**src/rtl/freq_sweep_pkg.sv**
```systemverilog
// Shared types and constants for the channel-1 frequency sweep unit.
package freq_sweep_pkg;

  localparam int SWEEP_FREQ_W      = 11;
  localparam int SWEEP_ZERO_RELOAD = 8;
  localparam logic [SWEEP_FREQ_W-1:0] FREQ_MAX = 11'h7FF;

  typedef struct packed {
    logic [2:0] period;
    logic       negate;
    logic [2:0] shift;
  } nr10_t;

  typedef enum logic [1:0] {
    IDLE,
    CALC,
    CHECK
  } sweep_state_t;

endpackage

```
**src/rtl/freq_sweep_if.sv**
```systemverilog
// Sweep-unit bus: frame-sequencer/CPU controls in, frequency write-back and status out.
interface freq_sweep_if #(
  parameter int FREQ_W = 11
);
  logic              sweep_tick;
  logic              nr10_write;
  logic [6:0]        nr10_data;
  logic              trigger;
  logic [FREQ_W-1:0] freq_in;
  logic [FREQ_W-1:0] sweep_freq;
  logic              sweep_write;
  logic              channel_disable;
  logic              sweep_enabled;

  modport master (
    output sweep_tick, nr10_write, nr10_data, trigger, freq_in,
    input  sweep_freq, sweep_write, channel_disable, sweep_enabled
  );

  modport slave (
    input  sweep_tick, nr10_write, nr10_data, trigger, freq_in,
    output sweep_freq, sweep_write, channel_disable, sweep_enabled
  );
endinterface

```
**src/rtl/freq_sweep_calc.sv**
```systemverilog
// Combinational sweep step: shadow +/- (shadow >> shift) with add-only overflow detect.
module freq_sweep_calc #(
  parameter int FREQ_W = 11
) (
  input  logic [FREQ_W-1:0] shadow_i,
  input  logic [2:0]        shift_i,
  input  logic              negate_i,
  output logic [FREQ_W-1:0] result_o,
  output logic              overflow_o
);
  logic [FREQ_W:0] delta;
  logic [FREQ_W:0] sum;

  // NOTE: every always_comb output gets a value on every path, so no latch can form.
  always_comb begin
    delta = {1'b0, shadow_i >> shift_i};
    if (negate_i) sum = {1'b0, shadow_i} - delta;
    else          sum = {1'b0, shadow_i} + delta;
    result_o   = sum[FREQ_W-1:0];
    // Subtraction of a right-shifted copy can never go below zero.
    overflow_o = !negate_i && sum[FREQ_W];
  end
endmodule

```
**src/rtl/freq_sweep.sv**
```systemverilog
// Channel-1 frequency sweep: timer, shadow register and IDLE/CALC/CHECK sequencer.
module freq_sweep
  import freq_sweep_pkg::*;
#(
  parameter int FREQ_W      = SWEEP_FREQ_W,
  parameter int ZERO_RELOAD = SWEEP_ZERO_RELOAD
) (
  input  logic           clk,
  input  logic           reset,
  freq_sweep_if.slave    bus
);
  nr10_t             nr10_q;
  nr10_t             nr10_wr;
  logic [FREQ_W-1:0] shadow_q;
  logic [FREQ_W-1:0] sweep_freq_q;
  logic [3:0]        timer_q;
  logic [3:0]        reload;
  logic              enable_q;
  logic              negate_used_q;
  logic              nr10_dis_q;
  sweep_state_t      state_q;

  logic [FREQ_W-1:0] calc_result;
  logic              calc_ovf;
  logic              do_write;

  assign nr10_wr = nr10_t'(bus.nr10_data);
  assign reload  = (nr10_q.period == 3'd0) ? 4'(ZERO_RELOAD) : {1'b0, nr10_q.period};

  freq_sweep_calc #(.FREQ_W(FREQ_W)) u_calc (
    .shadow_i   (shadow_q),
    .shift_i    (nr10_q.shift),
    .negate_i   (nr10_q.negate),
    .result_o   (calc_result),
    .overflow_o (calc_ovf)
  );

  // A pending negate-mode disable wins over a write-back in the same cycle.
  assign do_write = (state_q == CALC) && !calc_ovf && (nr10_q.shift != 3'd0)
                    && !nr10_dis_q && !reset;

  assign bus.sweep_write     = do_write;
  assign bus.sweep_freq      = do_write ? calc_result : sweep_freq_q;
  assign bus.channel_disable = !reset && (nr10_dis_q || ((state_q != IDLE) && calc_ovf));
  assign bus.sweep_enabled   = enable_q;

  // NOTE: sequential state uses non-blocking assignments only; reset is synchronous.
  always_ff @(posedge clk) begin
    if (reset) begin
      nr10_q        <= '0;
      shadow_q      <= '0;
      sweep_freq_q  <= '0;
      timer_q       <= '0;
      enable_q      <= 1'b0;
      negate_used_q <= 1'b0;
      nr10_dis_q    <= 1'b0;
      state_q       <= IDLE;
    end else begin
      nr10_dis_q <= bus.nr10_write && negate_used_q && !nr10_wr.negate;
      if (bus.nr10_write) nr10_q <= nr10_wr;

      if (bus.trigger) begin
        shadow_q      <= bus.freq_in;
        timer_q       <= reload;
        negate_used_q <= 1'b0;
        enable_q      <= (nr10_q.period != 3'd0) || (nr10_q.shift != 3'd0);
        state_q       <= (nr10_q.shift != 3'd0) ? CHECK : IDLE;
      end else begin
        case (state_q)
          IDLE: begin
            if (bus.sweep_tick) begin
              if (timer_q > 4'd1) begin
                timer_q <= timer_q - 4'd1;
              end else begin
                timer_q <= reload;
                if (enable_q && (nr10_q.period != 3'd0)) state_q <= CALC;
              end
            end
          end
          CALC: begin
            if (nr10_q.negate) negate_used_q <= 1'b1;
            if (calc_ovf) begin
              state_q <= IDLE;
            end else begin
              if (do_write) begin
                shadow_q     <= calc_result;
                sweep_freq_q <= calc_result;
              end
              state_q <= CHECK;
            end
          end
          CHECK:   state_q <= IDLE;
          default: state_q <= IDLE;
        endcase
      end
    end
  end
endmodule
```
**src/flat_wrapper.sv**
```systemverilog
// flat-port wrapper written by rule: the top's interface ports become plain ports
module freq_sweep_flat import freq_sweep_pkg::*;
#(
  parameter int FREQ_W      = SWEEP_FREQ_W,
  parameter int ZERO_RELOAD = SWEEP_ZERO_RELOAD
)
  (clk, reset, bus_sweep_tick, bus_nr10_write, bus_nr10_data, bus_trigger, bus_freq_in, bus_sweep_freq, bus_sweep_write, bus_channel_disable, bus_sweep_enabled);
  freq_sweep_if #(.FREQ_W(FREQ_W)) bus_i ();
  input  logic clk;
  input  logic reset;
  input wire logic [$bits(bus_i.sweep_tick)-1:0] bus_sweep_tick;
  input wire logic [$bits(bus_i.nr10_write)-1:0] bus_nr10_write;
  input wire logic [$bits(bus_i.nr10_data)-1:0] bus_nr10_data;
  input wire logic [$bits(bus_i.trigger)-1:0] bus_trigger;
  input wire logic [$bits(bus_i.freq_in)-1:0] bus_freq_in;
  output wire logic [$bits(bus_i.sweep_freq)-1:0] bus_sweep_freq;
  output wire logic [$bits(bus_i.sweep_write)-1:0] bus_sweep_write;
  output wire logic [$bits(bus_i.channel_disable)-1:0] bus_channel_disable;
  output wire logic [$bits(bus_i.sweep_enabled)-1:0] bus_sweep_enabled;
  assign bus_i.sweep_tick = bus_sweep_tick;
  assign bus_i.nr10_write = bus_nr10_write;
  assign bus_i.nr10_data = bus_nr10_data;
  assign bus_i.trigger = bus_trigger;
  assign bus_i.freq_in = bus_freq_in;
  assign bus_sweep_freq = bus_i.sweep_freq;
  assign bus_sweep_write = bus_i.sweep_write;
  assign bus_channel_disable = bus_i.channel_disable;
  assign bus_sweep_enabled = bus_i.sweep_enabled;
  freq_sweep #(.FREQ_W(FREQ_W), .ZERO_RELOAD(ZERO_RELOAD)) u_core (.clk(clk), .reset(reset), .bus(bus_i));
endmodule
```
**config.mk**
```make
export PLATFORM = sky130hd
export DESIGN_NAME = freq_sweep_flat
export DESIGN_NICKNAME = d
export VERILOG_FILES = /design/src/rtl/freq_sweep_pkg.sv /design/src/rtl/freq_sweep_if.sv /design/src/rtl/freq_sweep_calc.sv /design/src/rtl/freq_sweep.sv /design/src/flat_wrapper.sv
export SDC_FILE = /design/constraint.sdc
export NUM_CORES = 1
export LEC_CHECK = 0
export ABC_AREA = 0
export CAP_MARGIN = 40
export CORE_ASPECT_RATIO = 0.75
export CORE_MARGIN = 3
export CORE_UTILIZATION = 40
export DETAILED_ROUTE_END_ITERATION = 10
export PLACE_DENSITY = 0.62
export REMOVE_ABC_BUFFERS = 1
export SYNTH_ARGS = -nofsm -noshare
export SYNTH_HDL_FRONTEND = slang
export SYNTH_HIERARCHICAL = 1
export SYNTH_SLANG_ARGS = --single-unit
```
**constraint.sdc**
```tcl
create_clock -name clk -period 5.8 [get_ports clk]
set_input_delay 1.45 -clock clk [delete_from_list [all_inputs] [get_ports clk]]
set_output_delay 1.45 -clock clk [all_outputs]
set_load 0.03 [all_outputs]
```
==> out/qor.yml, run 1 <==
outcome: "finished, violations left"
violations: "negative setup slack"
fin_hold_ws_ps: 480.3
portBuffers: 36
path_cells: "buf_6, buf_6, mux2i_2, mux4_2, and2_4, buf_6, a21oi_2, xor2_1, ha_1, o21a_1, o21a_1, o41a_1, o211ai_1, o211ai_1, nor3b_2, or3b_4, or3_4, nor2_4, clkbuf_16, mux2_4, buf_6"
initial_utilization_pct: 43.05
rsz0062_at_grt: "true"
layout.nets: 474
io_pins: 37
r2r_start: "u_core/nr10_q[0]"
power_density_nw_per_um2: 274.2
synthCells: 337
drt-wirelength-per-cell_um: 15.63
grt_start_max_net_pins: 48
synthTopCellsByCount: "dfxtp_1 (38), nor2_1 (37), nor3_1 (30), mux2i_1 (26), inv_1 (21)"
crit_slowest_cell: "mux4_2"
fp.dieH_um: 81.83
drv_cap: 0
r2r_setup_slack_ps: 1040
synth.distinct_cells: 70
synthesis.area_um2: 3067
synth_flop_cell: "dfxtp_1"
antenna_cells: 0
grt_pass1_vias: 2829
regArea_um2: 764.5
route.vias.total: 2949
dpl.hpwl_um: 6209
fin_skew_ps: 6.976
ir_worst_vdd_mv: 0.1136
ys_seq_elements: 38
critPathBufInv: 5
dr.first_iter.drc_count: 130
max-slew-margin-rel_pct: 45.38
finalSetupTns_ps: -8400
first_pass_iters: 4
htreeDepth: 2
path_clk_slew_ps: 80
cts_inserted_buffers: 5
fillers: 594
min_period_over_period_pct: 112.8
fin_util_pct: 59.33
reg2regPathDepth: 21
max_freq_mhz: 152.9
synth_top_cell_area_share_pct: 24.81
async_flop_share_pct: 0
synth_edf_count: 0
grt_pass1_wl_um: 13900
coreArea_um2: 7124
clock-sinks: 38
rows: 26
synthTopCellsByArea: "dfxtp_1 (25%), mux2i_1 (8.5%), ha_1 (5.7%), nor3_1 (4.9%), nor2_1 (4.5%)"
min_period_ps: 6542
hold-path-endpoint: "u_core/timer_q[1]"
cts_buffer_depth: 2
worst_path_most_repeated_cell: "buf_6"
gp_congestion: 0.8603
path_max_fanout: 7
post_drt_via_cell_ratio: 5.512
timing.rr.end: "u_core/shadow_q[4]"
synth_most_common_cell: "dfxtp_1"
grt.overflow.total: 0
synth_largest_area_cell: "dfxtp_1"
start_kind: "register"
clock_latency_ps: 290
hp-start: "u_core/timer_q[1]"
ant_nets: 0
min_path_cells: 2
crit_arrival_ps: 5090
power.leakage_nw: 1.845
synth_warnings: 6
multi_input_area_um2: 2122
crit_family: "simple AND/OR/NAND/NOR gates"
synth_area_per_cell_um2: 9.100
antenna_found_initial: 0
fin_ws_ps: -741.6
grt_util_all_layers_pct: 19.92
drt_wl_total_um: 8361
setup.worst_path.class: "register to output pin"
syn2layout_area_growth_pct: 37.82
fin_cells: 535
cts_tree: "built"
worst_pin_slew_ps: 809.0
die-area_um2: 8764
hold_viol: 0
holdBufCountCts: 0
hold_path.class: "register to register"
remaining_drc_errors: 0
cp.required_ps: 4350
die_w_um: 107.1
placed_cells: 517
setup_viol: 12
crit_path_end_kind: "output pin"
finalMaxSlewViolations: 0
drive_gt1_share_pct: 33.18
ys_seq_area_share_pct: 24.81
root_buffer: "clkbuf_8"
slowest_delay_ps: 510
==> layout by cell type, fill, tap and decap left out, types with 2 or more instances in the layout <==
cell type        synthesis  final
nor3_1                  30     30
nor2_1                  37     35
mux4_2                   4      7
and2_4                   1      2
nand3_1                  5      5
o21bai_1                 2      2
nand2b_1                 2      2
nor4_1                   2      2
nand3b_1                 2      2
clkdlybuf4s50_1          0     23
o21a_1                   6      6
o21ai_0                  7      6
xnor2_1                  6      6
o211ai_1                 3      3
mux2_4                   9     11
ha_1                    14     13
bufinv_16                0      2
a31oi_1                  5      5
clkbuf_8                 3      6
nor2b_1                  3      3
nand2_1                 10     10
buf_4                    1     70
mux2_2                   4      2
a2111oi_0               11     11
nor2_2                   0      2
a21oi_2                  0      3
nor4bb_1                 2      2
mux2i_1                 26     25
dfxtp_1                 38     37
or3_1                    3      3
buf_6                    1     17
inv_1                   21     21
o32ai_1                  2      2
xor2_1                   7      7
a21o_1                   2      2
a21oi_1                 15     12
==> metal layers <==
layer | wire length (um) | up-vias | GRT usage, %
met5 | 0 | - | 0
met4 | 85 | 0 | 3.704
met3 | 462 | 11 | 4.478
met2 | 3644 | 96 | 31.90
met1 | 4169 | 1395 | 27.84
li1 | - | 1447 | -
==> worst max path at each step <==
stage	start	end	slack (ps)	depth (start not counted)
global route	u_core/nr10_q[0]	bus_sweep_freq[1]	-940	19
global placement	u_core/nr10_q[0]	bus_sweep_freq[9]	-810	18
finish	u_core/nr10_q[0]	bus_sweep_freq[1]	-740	21
CTS	u_core/nr10_q[0]	bus_sweep_freq[0]	-670	21
detailed placement	u_core/nr10_q[0]	bus_sweep_freq[9]	-980	17
floorplan	u_core/nr10_q[0]	bus_sweep_freq[8]	-850	15
==> metrics by stage <==
stage	worst slack (ps)	total power [W]	area (um2)
6_report	-741.6	0.001159	4227
5_1_grt	-941.4	0.001232	4227
4_1_cts	-672.1	0.001145	4182
3_5_place_dp	-982.8	0.0008322	3902
3_3_place_gp	-810.6	0.0008242	3902
2_1_floorplan	-846.3	0.0006185	2917
==> repair_timing <==
item | in CTS | in global routing
setup buffers | 6 | 3
resized for setup | 92 | 15
gates cloned | 1 | 0
endpoints found under the setup margin | 13 | 13
pin swaps | 2 | 13
==> worst reg2reg max path, cell delays in order (launching register included) <==
cell and delay, ps:
dfxtp_4 380, buf_6 130, buf_6 110, mux2i_2 150, mux4_2 510, and2_4 170
buf_6 110, a21oi_2 110, xor2_1 230, ha_1 280, o21a_1 180, o21a_1 160
o41a_1 120, o211ai_1 210, o211ai_1 140, nor3b_2 180, or3b_4 380, buf_4 150
nor3_2 230, buf_4 240, nor3_1 60, a2111oi_0 400
==> state kept, by name, summed over array words and instances (netlist names) <==
| name | flops |
|---|---|
| u_core/bus.sweep_enabled | 1 |
| u_core/negate_used_q | 1 |
| u_core/nr10_dis_q | 1 |
| u_core/nr10_q | 7 |
| u_core/shadow_q | 11 |
| u_core/state_q | 2 |
| u_core/sweep_freq_q | 11 |
| u_core/timer_q | 4 |
==> cell type report <==
cell class / count / share of cell area [%]
Multi-Input combinational cell: 257 / 50.21
Sequential cell: 38 / 18.09
Tap cell: 98 / 2.901
Timing Repair Buffer: 112 / 23.48
Clock buffer: 6 / 1.954
Clock inverter: 2 / 1.421
Inverter: 22 / 1.954
==> kinds of logic after synthesis <==
family | share of synthesized area, %
and+or+nand+nor | 20.03
AOI/OAI and AO/OA | 16.32
muxes | 21.17
buffers and inverters | 7.589
DFF | 24.81
adders and majority gates | 6.365
xor gates and xnor gates | 3.713
==> report_power, final <==
group | internal (W) | switching, W
logic | 0.000298 | 0.000282
clock network | 0.000184 | 0.0000979
registers | 0.000276 | 0.0000209
total | 0.000758 | 0.000400
Power figures use the tool's default switching activity.
==> run 2: changes to the inputs <==
--- a/config.mk
+++ b/config.mk
@@ -10,6 +10,7 @@
 export CORE_ASPECT_RATIO = 0.75
 export CORE_MARGIN = 3
 export CORE_UTILIZATION = 40
+export CTS_CLUSTER_SIZE = 10
 export DETAILED_ROUTE_END_ITERATION = 10
 export PLACE_DENSITY = 0.62
 export REMOVE_ABC_BUFFERS = 1
==> results of run 2 <==
Same layout as run 1: the final DEF is identical, and so are final timing and power.
